--- src/rtl/lbp_pkg.sv ---
// Shared definitions for the LBP image pipeline: image geometry, pixel
// width and the gray-memory arbiter state encoding.
package lbp_pkg;

   // 128x128 gray image, one byte per pixel.
   localparam int IMG_ADDR_W = 14;
   localparam int PIX_W      = 8;

   // Arbiter state encoding, shared with anything that decodes arbiter state.
   localparam logic [1:0] ARB_IDLE = 2'd0;
   localparam logic [1:0] ARB_OWN0 = 2'd1;
   localparam logic [1:0] ARB_OWN1 = 2'd2;

   typedef enum logic [1:0] {
      ST_IDLE = ARB_IDLE,
      ST_OWN0 = ARB_OWN0,
      ST_OWN1 = ARB_OWN1
   } arb_state_e;

   // Width of a counter that must reach max_hold; never narrower than 1 bit.
   function automatic int hold_cnt_width(input int max_hold);
      int w;
      w = $clog2(max_hold + 1);
      return (w < 1) ? 1 : w;
   endfunction

endpackage

--- src/rtl/gray_mem_arbiter_if.sv ---
// Bundle of the gray-memory read port plus both requester channels.
// The slave modport is the arbiter's view; master is everything around it
// (the two requesters and the gray memory).
interface gray_mem_arbiter_if import lbp_pkg::*; #(
   parameter int ADDR_W = IMG_ADDR_W,
   parameter int DATA_W = PIX_W
);

   // gray memory side
   logic              gray_ready;
   logic              gray_req;
   logic [ADDR_W-1:0] gray_addr;
   logic [DATA_W-1:0] gray_data;

   // requester 0: LBP engine
   logic              rq0_req;
   logic [ADDR_W-1:0] rq0_addr;
   logic              rq0_gnt;

   // requester 1: host/loader readback
   logic              rq1_req;
   logic [ADDR_W-1:0] rq1_addr;
   logic              rq1_gnt;

   // shared return path and status
   logic [DATA_W-1:0] rd_data;
   logic              owner;
   logic              busy;

   modport slave (
      input  gray_ready, gray_data,
      input  rq0_req, rq0_addr, rq1_req, rq1_addr,
      output gray_req, gray_addr,
      output rq0_gnt, rq1_gnt, rd_data, owner, busy
   );

   modport master (
      output gray_ready, gray_data,
      output rq0_req, rq0_addr, rq1_req, rq1_addr,
      input  gray_req, gray_addr,
      input  rq0_gnt, rq1_gnt, rd_data, owner, busy
   );

endinterface

--- src/rtl/gray_mem_arbiter.sv ---
// Two-way arbiter for the single gray-image memory read port.
// Requester 0 is the LBP engine, requester 1 the host/loader readback.
// Ownership is registered and locked to the owner's request; ties go
// round-robin against the last owner; a hold counter lets a waiting
// requester preempt after MAX_HOLD cycles (MAX_HOLD=0 disables that).
// Nothing is granted while gray_ready is low.
module gray_mem_arbiter import lbp_pkg::*; #(
   parameter int ADDR_W   = IMG_ADDR_W,
   parameter int DATA_W   = PIX_W,
   parameter int MAX_HOLD = 16
) (
   input  logic              clk,
   input  logic              reset,
   gray_mem_arbiter_if.slave bus
);

   localparam int              CNT_W      = hold_cnt_width(MAX_HOLD);
   localparam bit              PREEMPT_EN = (MAX_HOLD != 0);
   // Counter value at which a waiting requester takes over.
   localparam logic [CNT_W-1:0] HOLD_LIMIT = CNT_W'((MAX_HOLD == 0) ? 0 : MAX_HOLD - 1);

   arb_state_e        state_q, state_d;
   logic              last_q, last_d;
   logic [CNT_W-1:0]  hold_cnt_q, hold_cnt_d;

   // View of the request lines relative to the current owner.
   logic              cur_idx;
   logic              own_req;
   logic              oth_req;

   // Award decision shared by all branches of the next-state logic.
   logic              award_vld;
   logic              award_idx;

   logic [ADDR_W-1:0] addr_mux;
   logic [DATA_W-1:0] rd_data;

   // Resolve which request belongs to the owner and which to the other side.
   always_comb begin
      cur_idx = (state_q == ST_OWN1);
      own_req = cur_idx ? bus.rq1_req : bus.rq0_req;
      oth_req = cur_idx ? bus.rq0_req : bus.rq1_req;
   end

   // Next-state, last-owner and hold-counter logic.
   always_comb begin
      // NOTE: every signal gets a default before any branch so no path
      // leaves it unassigned, which would otherwise infer a latch.
      state_d    = state_q;
      last_d     = last_q;
      hold_cnt_d = hold_cnt_q;
      award_vld  = 1'b0;
      award_idx  = 1'b0;

      if (!bus.gray_ready) begin
         // Memory not valid: drop any grant but remember who was last.
         state_d    = ST_IDLE;
         hold_cnt_d = '0;
      end else begin
         unique case (state_q)
            ST_IDLE: begin
               hold_cnt_d = '0;
               if (bus.rq0_req && bus.rq1_req) begin
                  // Tie: whoever was not served last wins.
                  award_vld = 1'b1;
                  award_idx = ~last_q;
               end else if (bus.rq0_req) begin
                  award_vld = 1'b1;
                  award_idx = 1'b0;
               end else if (bus.rq1_req) begin
                  award_vld = 1'b1;
                  award_idx = 1'b1;
               end
            end

            ST_OWN0, ST_OWN1: begin
               if (!own_req) begin
                  // Owner released: hand straight over, or go idle.
                  if (oth_req) begin
                     award_vld = 1'b1;
                     award_idx = ~cur_idx;
                  end else begin
                     state_d    = ST_IDLE;
                     hold_cnt_d = '0;
                  end
               end else if (oth_req) begin
                  // Other side is waiting: count tenure, preempt at the limit.
                  if (PREEMPT_EN && (hold_cnt_q == HOLD_LIMIT)) begin
                     award_vld = 1'b1;
                     award_idx = ~cur_idx;
                  end else if (hold_cnt_q != HOLD_LIMIT) begin
                     hold_cnt_d = hold_cnt_q + CNT_W'(1);
                  end
               end else begin
                  // Nobody waiting: tenure is not charged.
                  hold_cnt_d = '0;
               end
            end

            default: begin
               state_d    = ST_IDLE;
               hold_cnt_d = '0;
            end
         endcase
      end

      // Every entry into an OWN state restarts the tenure and records the owner.
      if (award_vld) begin
         state_d    = award_idx ? ST_OWN1 : ST_OWN0;
         last_d     = award_idx;
         hold_cnt_d = '0;
      end
   end

   // State registers with synchronous active-high reset.
   always_ff @(posedge clk) begin
      // NOTE: sequential state uses non-blocking assignments so every flop
      // samples the pre-edge value of its _d input regardless of block order.
      if (reset) begin
         state_q    <= ST_IDLE;
         last_q     <= 1'b1;
         hold_cnt_q <= '0;
      end else begin
         state_q    <= state_d;
         last_q     <= last_d;
         hold_cnt_q <= hold_cnt_d;
      end
   end

   // Address mux: owner's address while granted, zero when idle.
   always_comb begin
      addr_mux = '0;
      unique case (state_q)
         ST_OWN0: addr_mux = bus.rq0_addr;
         ST_OWN1: addr_mux = bus.rq1_addr;
         default: addr_mux = '0;
      endcase
   end

   assign rd_data = bus.gray_data;

   // Outputs decoded from state; gray_req also needs the owner's live request.
   always_comb begin
      bus.rq0_gnt   = (state_q == ST_OWN0);
      bus.rq1_gnt   = (state_q == ST_OWN1);
      bus.busy      = (state_q != ST_IDLE);
      bus.owner     = last_q;
      bus.gray_req  = ((state_q == ST_OWN0) && bus.rq0_req) ||
                      ((state_q == ST_OWN1) && bus.rq1_req);
      bus.gray_addr = addr_mux;
      bus.rd_data   = rd_data;
   end

endmodule

--- src/flat_wrapper.sv ---
// flat-port wrapper written by rule: the top's interface ports become plain ports
module gray_mem_arbiter_flat import lbp_pkg::*;
#(
   parameter int ADDR_W   = IMG_ADDR_W,
   parameter int DATA_W   = PIX_W,
   parameter int MAX_HOLD = 16
)
  (clk, reset, bus_gray_ready, bus_gray_data, bus_rq0_req, bus_rq0_addr, bus_rq1_req, bus_rq1_addr, bus_gray_req, bus_gray_addr, bus_rq0_gnt, bus_rq1_gnt, bus_rd_data, bus_owner, bus_busy);
  gray_mem_arbiter_if #(.ADDR_W(ADDR_W), .DATA_W(DATA_W)) bus_i ();
  input  logic clk;
  input  logic reset;
  input wire logic [$bits(bus_i.gray_ready)-1:0] bus_gray_ready;
  input wire logic [$bits(bus_i.gray_data)-1:0] bus_gray_data;
  input wire logic [$bits(bus_i.rq0_req)-1:0] bus_rq0_req;
  input wire logic [$bits(bus_i.rq0_addr)-1:0] bus_rq0_addr;
  input wire logic [$bits(bus_i.rq1_req)-1:0] bus_rq1_req;
  input wire logic [$bits(bus_i.rq1_addr)-1:0] bus_rq1_addr;
  output wire logic [$bits(bus_i.gray_req)-1:0] bus_gray_req;
  output wire logic [$bits(bus_i.gray_addr)-1:0] bus_gray_addr;
  output wire logic [$bits(bus_i.rq0_gnt)-1:0] bus_rq0_gnt;
  output wire logic [$bits(bus_i.rq1_gnt)-1:0] bus_rq1_gnt;
  output wire logic [$bits(bus_i.rd_data)-1:0] bus_rd_data;
  output wire logic [$bits(bus_i.owner)-1:0] bus_owner;
  output wire logic [$bits(bus_i.busy)-1:0] bus_busy;
  assign bus_i.gray_ready = bus_gray_ready;
  assign bus_i.gray_data = bus_gray_data;
  assign bus_i.rq0_req = bus_rq0_req;
  assign bus_i.rq0_addr = bus_rq0_addr;
  assign bus_i.rq1_req = bus_rq1_req;
  assign bus_i.rq1_addr = bus_rq1_addr;
  assign bus_gray_req = bus_i.gray_req;
  assign bus_gray_addr = bus_i.gray_addr;
  assign bus_rq0_gnt = bus_i.rq0_gnt;
  assign bus_rq1_gnt = bus_i.rq1_gnt;
  assign bus_rd_data = bus_i.rd_data;
  assign bus_owner = bus_i.owner;
  assign bus_busy = bus_i.busy;
  gray_mem_arbiter #(.ADDR_W(ADDR_W), .DATA_W(DATA_W), .MAX_HOLD(MAX_HOLD)) u_core (.clk(clk), .reset(reset), .bus(bus_i));
endmodule
--- config.mk ---
export PLATFORM = sky130hd
export DESIGN_NAME = gray_mem_arbiter_flat
export DESIGN_NICKNAME = d
export VERILOG_FILES = /design/src/rtl/lbp_pkg.sv /design/src/rtl/gray_mem_arbiter_if.sv /design/src/rtl/gray_mem_arbiter.sv /design/src/flat_wrapper.sv
export SDC_FILE = /design/constraint.sdc
export NUM_CORES = 1
export LEC_CHECK = 0
export CORE_MARGIN = 3
export CORE_UTILIZATION = 33
export DETAILED_ROUTE_END_ITERATION = 8
export GPL_ROUTABILITY_DRIVEN = 0
export PLACE_DENSITY = 0.8
export RECOVER_POWER = 100
export SLEW_MARGIN = 20
export SYNTH_ARGS = -nofsm -noshare
export SYNTH_HDL_FRONTEND = slang
export SYNTH_SLANG_ARGS = --single-unit
--- constraint.sdc ---
create_clock -name clk -period 2.55 [get_ports clk]
set_input_delay 0.255 -clock clk [delete_from_list [all_inputs] [get_ports clk]]
set_output_delay 0.255 -clock clk [all_outputs]
set_load 0.01 [all_outputs]
# Word-level counts from Yosys, hierarchy flattened
# Index checks and enable logic that the tools add are counted.
# totals
ff_bits,8
in_bits,41
output_inout_bits,27
word_cells,59
# op_classes
add_sub_neg,1
eq_ne,10
muxes,31
n_bitwise,4
reduce_logical,10
# ops
cell,count
$pmux 14 s2,1
$mux 5,5
$mux 1,17
$mux 2,5
$ne 4x4->1 const B,2
$reduce_and 3->1,2
$add 5x1->5 const B,1
$eq 5x4->1 const B,1
$ne 5x4->1 const B,1
$ne 2x2->1 const B,2
$not 1->1,4
$pmux 1 s2,2
$pmux 2 s2,1
$reduce_or 4->1,1
$logic_and 1x1->1,3
$ne 3x2->1 const B,1
$eq 2x1->1 const B,1
$eq 2x2->1 const B,1
$logic_not 2->1,1
$ne 2x1->1 const B,1
$reduce_bool 2->1,1
$reduce_or 2->1,1
$logic_or 1x1->1,1

# Depth between registers and ports, before layout
# depth
word_depth,9
mapped_depth,7
ltp_nobuf,7

# Least setup slack after synthesis
# OpenSTA, ideal clock, no wires.
# synth_path
kind,register -> register
start,reg u_core.hold_cnt_q[0]
end,reg u_core.last_q (netlist: u_core.bus.owner)
setup_time_ps,127
t_arrival_ps,1674
t_required_ps,2423
slack_ps,749
stages_incl_launch_ff,8
path_buffers,0
period_less_slack_ps,1801
cell_sequence,dfxtp_1 -> ha_1 -> and3_1 -> ha_1 -> nand3b_4 -> a31oi_4 -> o31a_1 -> or3_1
# synth_via
elab_chain_cells,6
elab_cells_between_ends,11
classes_between,eq/ne (1); mux (10)
# synth_rtl
element,line,text
start: declaration,gray_mem_arbiter.sv:24,"logic [CNT_W-1:0] hold_cnt_q, hold_cnt_d;"
start signal: assignment,gray_mem_arbiter.sv:126,hold_cnt_q <= hold_cnt_d;
$eq 5x4->1 *,gray_mem_arbiter.sv:88,if (PREEMPT_EN && (hold_cnt_q == HOLD_LIMIT)) begin
$mux 1,gray_mem_arbiter.sv:88,
$mux 1,gray_mem_arbiter.sv:86,end else if (oth_req) begin
$mux 1,gray_mem_arbiter.sv:77,if (!own_req) begin
$pmux 1 s2,gray_mem_arbiter.sv:60,unique case (state_q)
$mux 1,gray_mem_arbiter.sv:55,if (!bus.gray_ready) begin
end signal: assignment,gray_mem_arbiter.sv:125,last_q <= last_d;
end: declaration,gray_mem_arbiter.sv:23,"logic last_q, last_d;"
# Mark *: on every way between the ends. The rest lies on a longest branch, timed or not.
# A chain may end at the register's enable or synchronous reset.

# Worst setup path in the final report
# layout_path
start,reg u_core.state_q[1]
end,out bus_gray_addr[0]
# layout_via
elab_chain_cells,2
elab_cells_between_ends,3
classes_between,eq/ne (2); mux (1)
# layout_rtl
element,line,text
start: declaration,gray_mem_arbiter.sv:22,"arb_state_e state_q, state_d;"
start signal: assignment,gray_mem_arbiter.sv:124,state_q <= state_d;
$eq 2x2->1 or $eq 2x1->1 (tied branches),gray_mem_arbiter.sv:133,unique case (state_q)
$pmux 14 s2 *,gray_mem_arbiter.sv:133,
end: declaration,flat_wrapper.sv:19,output wire logic [$bits(bus_i.gray_addr)-1:0] bus_gray_addr;
# Marked as above.

==> impl_metrics.json <==
{
  "criticalPathCategory": "reg2out",
  "yosys_warnings": 0,
  "peakVddDrop_mv": 0.248,
  "finalCritPeriodShare": 0.929,
  "rsz0062_at_grt": "false",
  "use_met3": 0.0294,
  "postSynthCellCount": 107,
  "clk_pin_slew_worst_paths_ns": 0.05,
  "wl_mm": 2.45,
  "ys_top_cells_by_count": "15 x nor2b_1, 14 x a22oi_1, 10 x buf_4",
  "synth_edf_count": 0,
  "crit_required_ns": 2.30,
  "yosysSeqAreaShare": 0.184,
  "hold_buffers": 0,
  "rows": 17,
  "cts_root_buf": "clkbuf_4",
  "maxSlewHeadroom": 0.539,
  "cpMaxStageDelayCell": "dlygate4sd3_1",
  "nNetsFinal": 198,
  "finalHoldViolations": 0,
  "grt-ovfl-total": 0,
  "antenna_found_initial": 0,
  "power_density_nw_per_um2": 301,
  "drv_cap": 0,
  "synthFlopType": "dfxtp_1",
  "routedWlPerCell_um": 13.9,
  "yosysTopAreaCell": "dfxtp_1",
  "cts_inserted_buffers": 3,
  "synth_compound_area_frac": 0.239,
  "use_met2": 0.232,
  "syn_avg_cell_area_sq_um": 8.12,
  "first_pass_iters": 4,
  "cts_htree_levels": 1,
  "track_usage": 0.147,
  "path_cells": "inv_1 > ha_1 > a22oi_1 > nor2b_1 > dlygate4sd3_1",
  "critical_path_arrival_ns": 2.12,
  "finalSetupViolCount": 0,
  "dp_slack_ns": 0.311,
  "worst_slack_ns": 0.180,
  "dp_hpwl_mm": 2.02,
  "ys_types": 29,
  "status": "complete, no violations",
  "yosysMostFrequentCell": "nor2b_1",
  "clock.fmax_ghz": 0.422,
  "worst_slew_pin_slew_ns": 0.681,
  "end_kind": "output port",
  "drt_iter0_markers": 23,
  "synth_adder_area_share": 0.0865,
  "ys_ff_latch": 8,
  "portBuffers": 51,
  "finalCriticalPeriod_ns": 2.37,
  "synth_top_cells_by_area": "dfxtp_1 18%, a22oi_1 12%, nor2b_1 11%",
  "ios": 68,
  "crit_path_start_kind": "register",
  "tns_ns": 0,
  "synthSimpleGateAreaFrac": 0.275,
  "grt_pass1_wl_mm": 3.93,
  "cts_tree": "built",
  "critPathMaxStageDelay_ns": 0.61,
  "synth.top_cell.area_share": 0.184,
  "crit_family": "buffers and inverters",
  "antenna_left": 0,
  "synthMuxAreaShare": 0.0692,
  "crit_buf_inv": 2,
  "grt_max_degree": 21,
  "drc": 0,
  "use_met1": 0.198,
  "dieWidth_um": 57.3,
  "syn-num-nets": 154,
  "clock_sinks": 8,
  "clk_latency_ns": 0.25,
  "diodes": 0,
  "drive_gt1_frac": 0.0537,
  "busiest_layer": "met2",
  "synthXorXnorAreaFrac": 0.0202,
  "syn_area_sq_um": 868,
  "cts_buffer_depth": 2,
  "grt_pass1_vias": 841,
  "postSynth.asyncResetShare": 0,
  "crit_fanout": 16,
  "vias": 938,
  "via_per_inst": 5.30,
  "die_h_um": 57.3,
  "core_sq_um": 2360,
  "fin_skew_ns": 0.00627,
  "area_growth_pct": 54.0,
  "dieArea_sq_um": 3280,
  "synth_top_family_by_area": "simple AND/OR/NAND/NOR gates",
  "start_util": 0.368,
  "hp-class": "in2out",
  "p_leak_nw": 0.519,
  "report.final.slew_viol_count": 0
}
routing by layer:
metal,wire (um),up-vias
li1,-,458
met1,1120,422
met2,1050,53
met3,241,5
met4,41,0
met5,0,-
area by class of cell:
cell class,count,area [sq um]
Inverter,6,22.5
Sequential cell,8,160
Tap cell,28,35.0
Fill cell,214,1020
Timing Repair Buffer,52,518
Multi-Input combinational cell,80,579
Clock buffer,3,22.5
timing repair:
action                     4_1_cts  5_1_grt
hold endpoints to repair         0        0
setup buffers                    0        0
setup endpoints to repair        0       12
gates resized for setup          0        1
worst reg2reg max path, delay by kind of cell, from the launching register on:
family	cells	cell delay (ns)
and+or+nand+nor	1	0.14
adders and majority gates	1	0.55
DFF	1	0.40
AOI/OAI and AO/OA	2	0.85
buffers and inverters	1	0.09
cell usage in the layout (no fill, tap or decap), types with 2 or more instances in the layout:
master           Yosys  routed
a22oi_1             14      14
and3_1               2       2
clkbuf_4             0       3
clkdlybuf4s50_1      0      35
dfxtp_1              8       8
dlygate4sd3_1        0      16
ha_1                 6       5
inv_1                6       6
mux2i_1              6       6
nand2_1              5       5
nand2b_1             2       2
nor2_1               6       6
nor2b_1             15      15
nor3_1               5       5
o21ai_0              2       2
or3_1                2       2
xnor2_1              2       2
where the power goes:
group	leakage [nW]	internal (mW)	switching, mW
combinational	0.441	0.101	0.0725
sequential	0.0649	0.129	0.00428
clock	0.0138	0.0538	0.0417
logic make-up after synthesis:
logic type               Yosys count
AND/OR/NAND/NOR                   41
flip-flops                         8
XOR/XNOR                           2
buffers and inverters             19
AO/OA/AOI/OAI                     25
adder cells (fa/ha/maj)            6
multiplexers                       6
sequential cells by signal, summed over array words and instances, names as in the netlist:
| register | flops |
|---|---|
| u_core.hold_cnt_q | 5 |
| u_core.state_q | 2 |
| u_core.bus.owner | 1 |
metrics by stage:
stage	utilization	area (sq um)	hold slack [ns]	total power, mW	cells
after detailed placement	0.565	1340	0.509	0.320	174
after global placement	0.565	1340	0.480	0.316	174
after CTS	0.575	1360	0.510	0.418	177
after global routing	0.567	1340	0.510	0.431	177
after floorplan	-	868	0.359	0.242	107
final	0.567	1340	0.510	0.402	177
worst paths after layout:
path	start	to	slack, ns	cells past startpoint
worst min register to register	u_core.state_q[0]	u_core.state_q[0]	0.51	2
worst min-delay path	bus_gray_data[3]	bus_rd_data[3]	0.51	0
worst max-delay path	u_core.state_q[1]	bus_gray_addr[0]	0.18	5
worst max register to register	u_core.state_q[1]	u_core.hold_cnt_q[2]	0.39	5
Power figures use the tool's default switching activity.
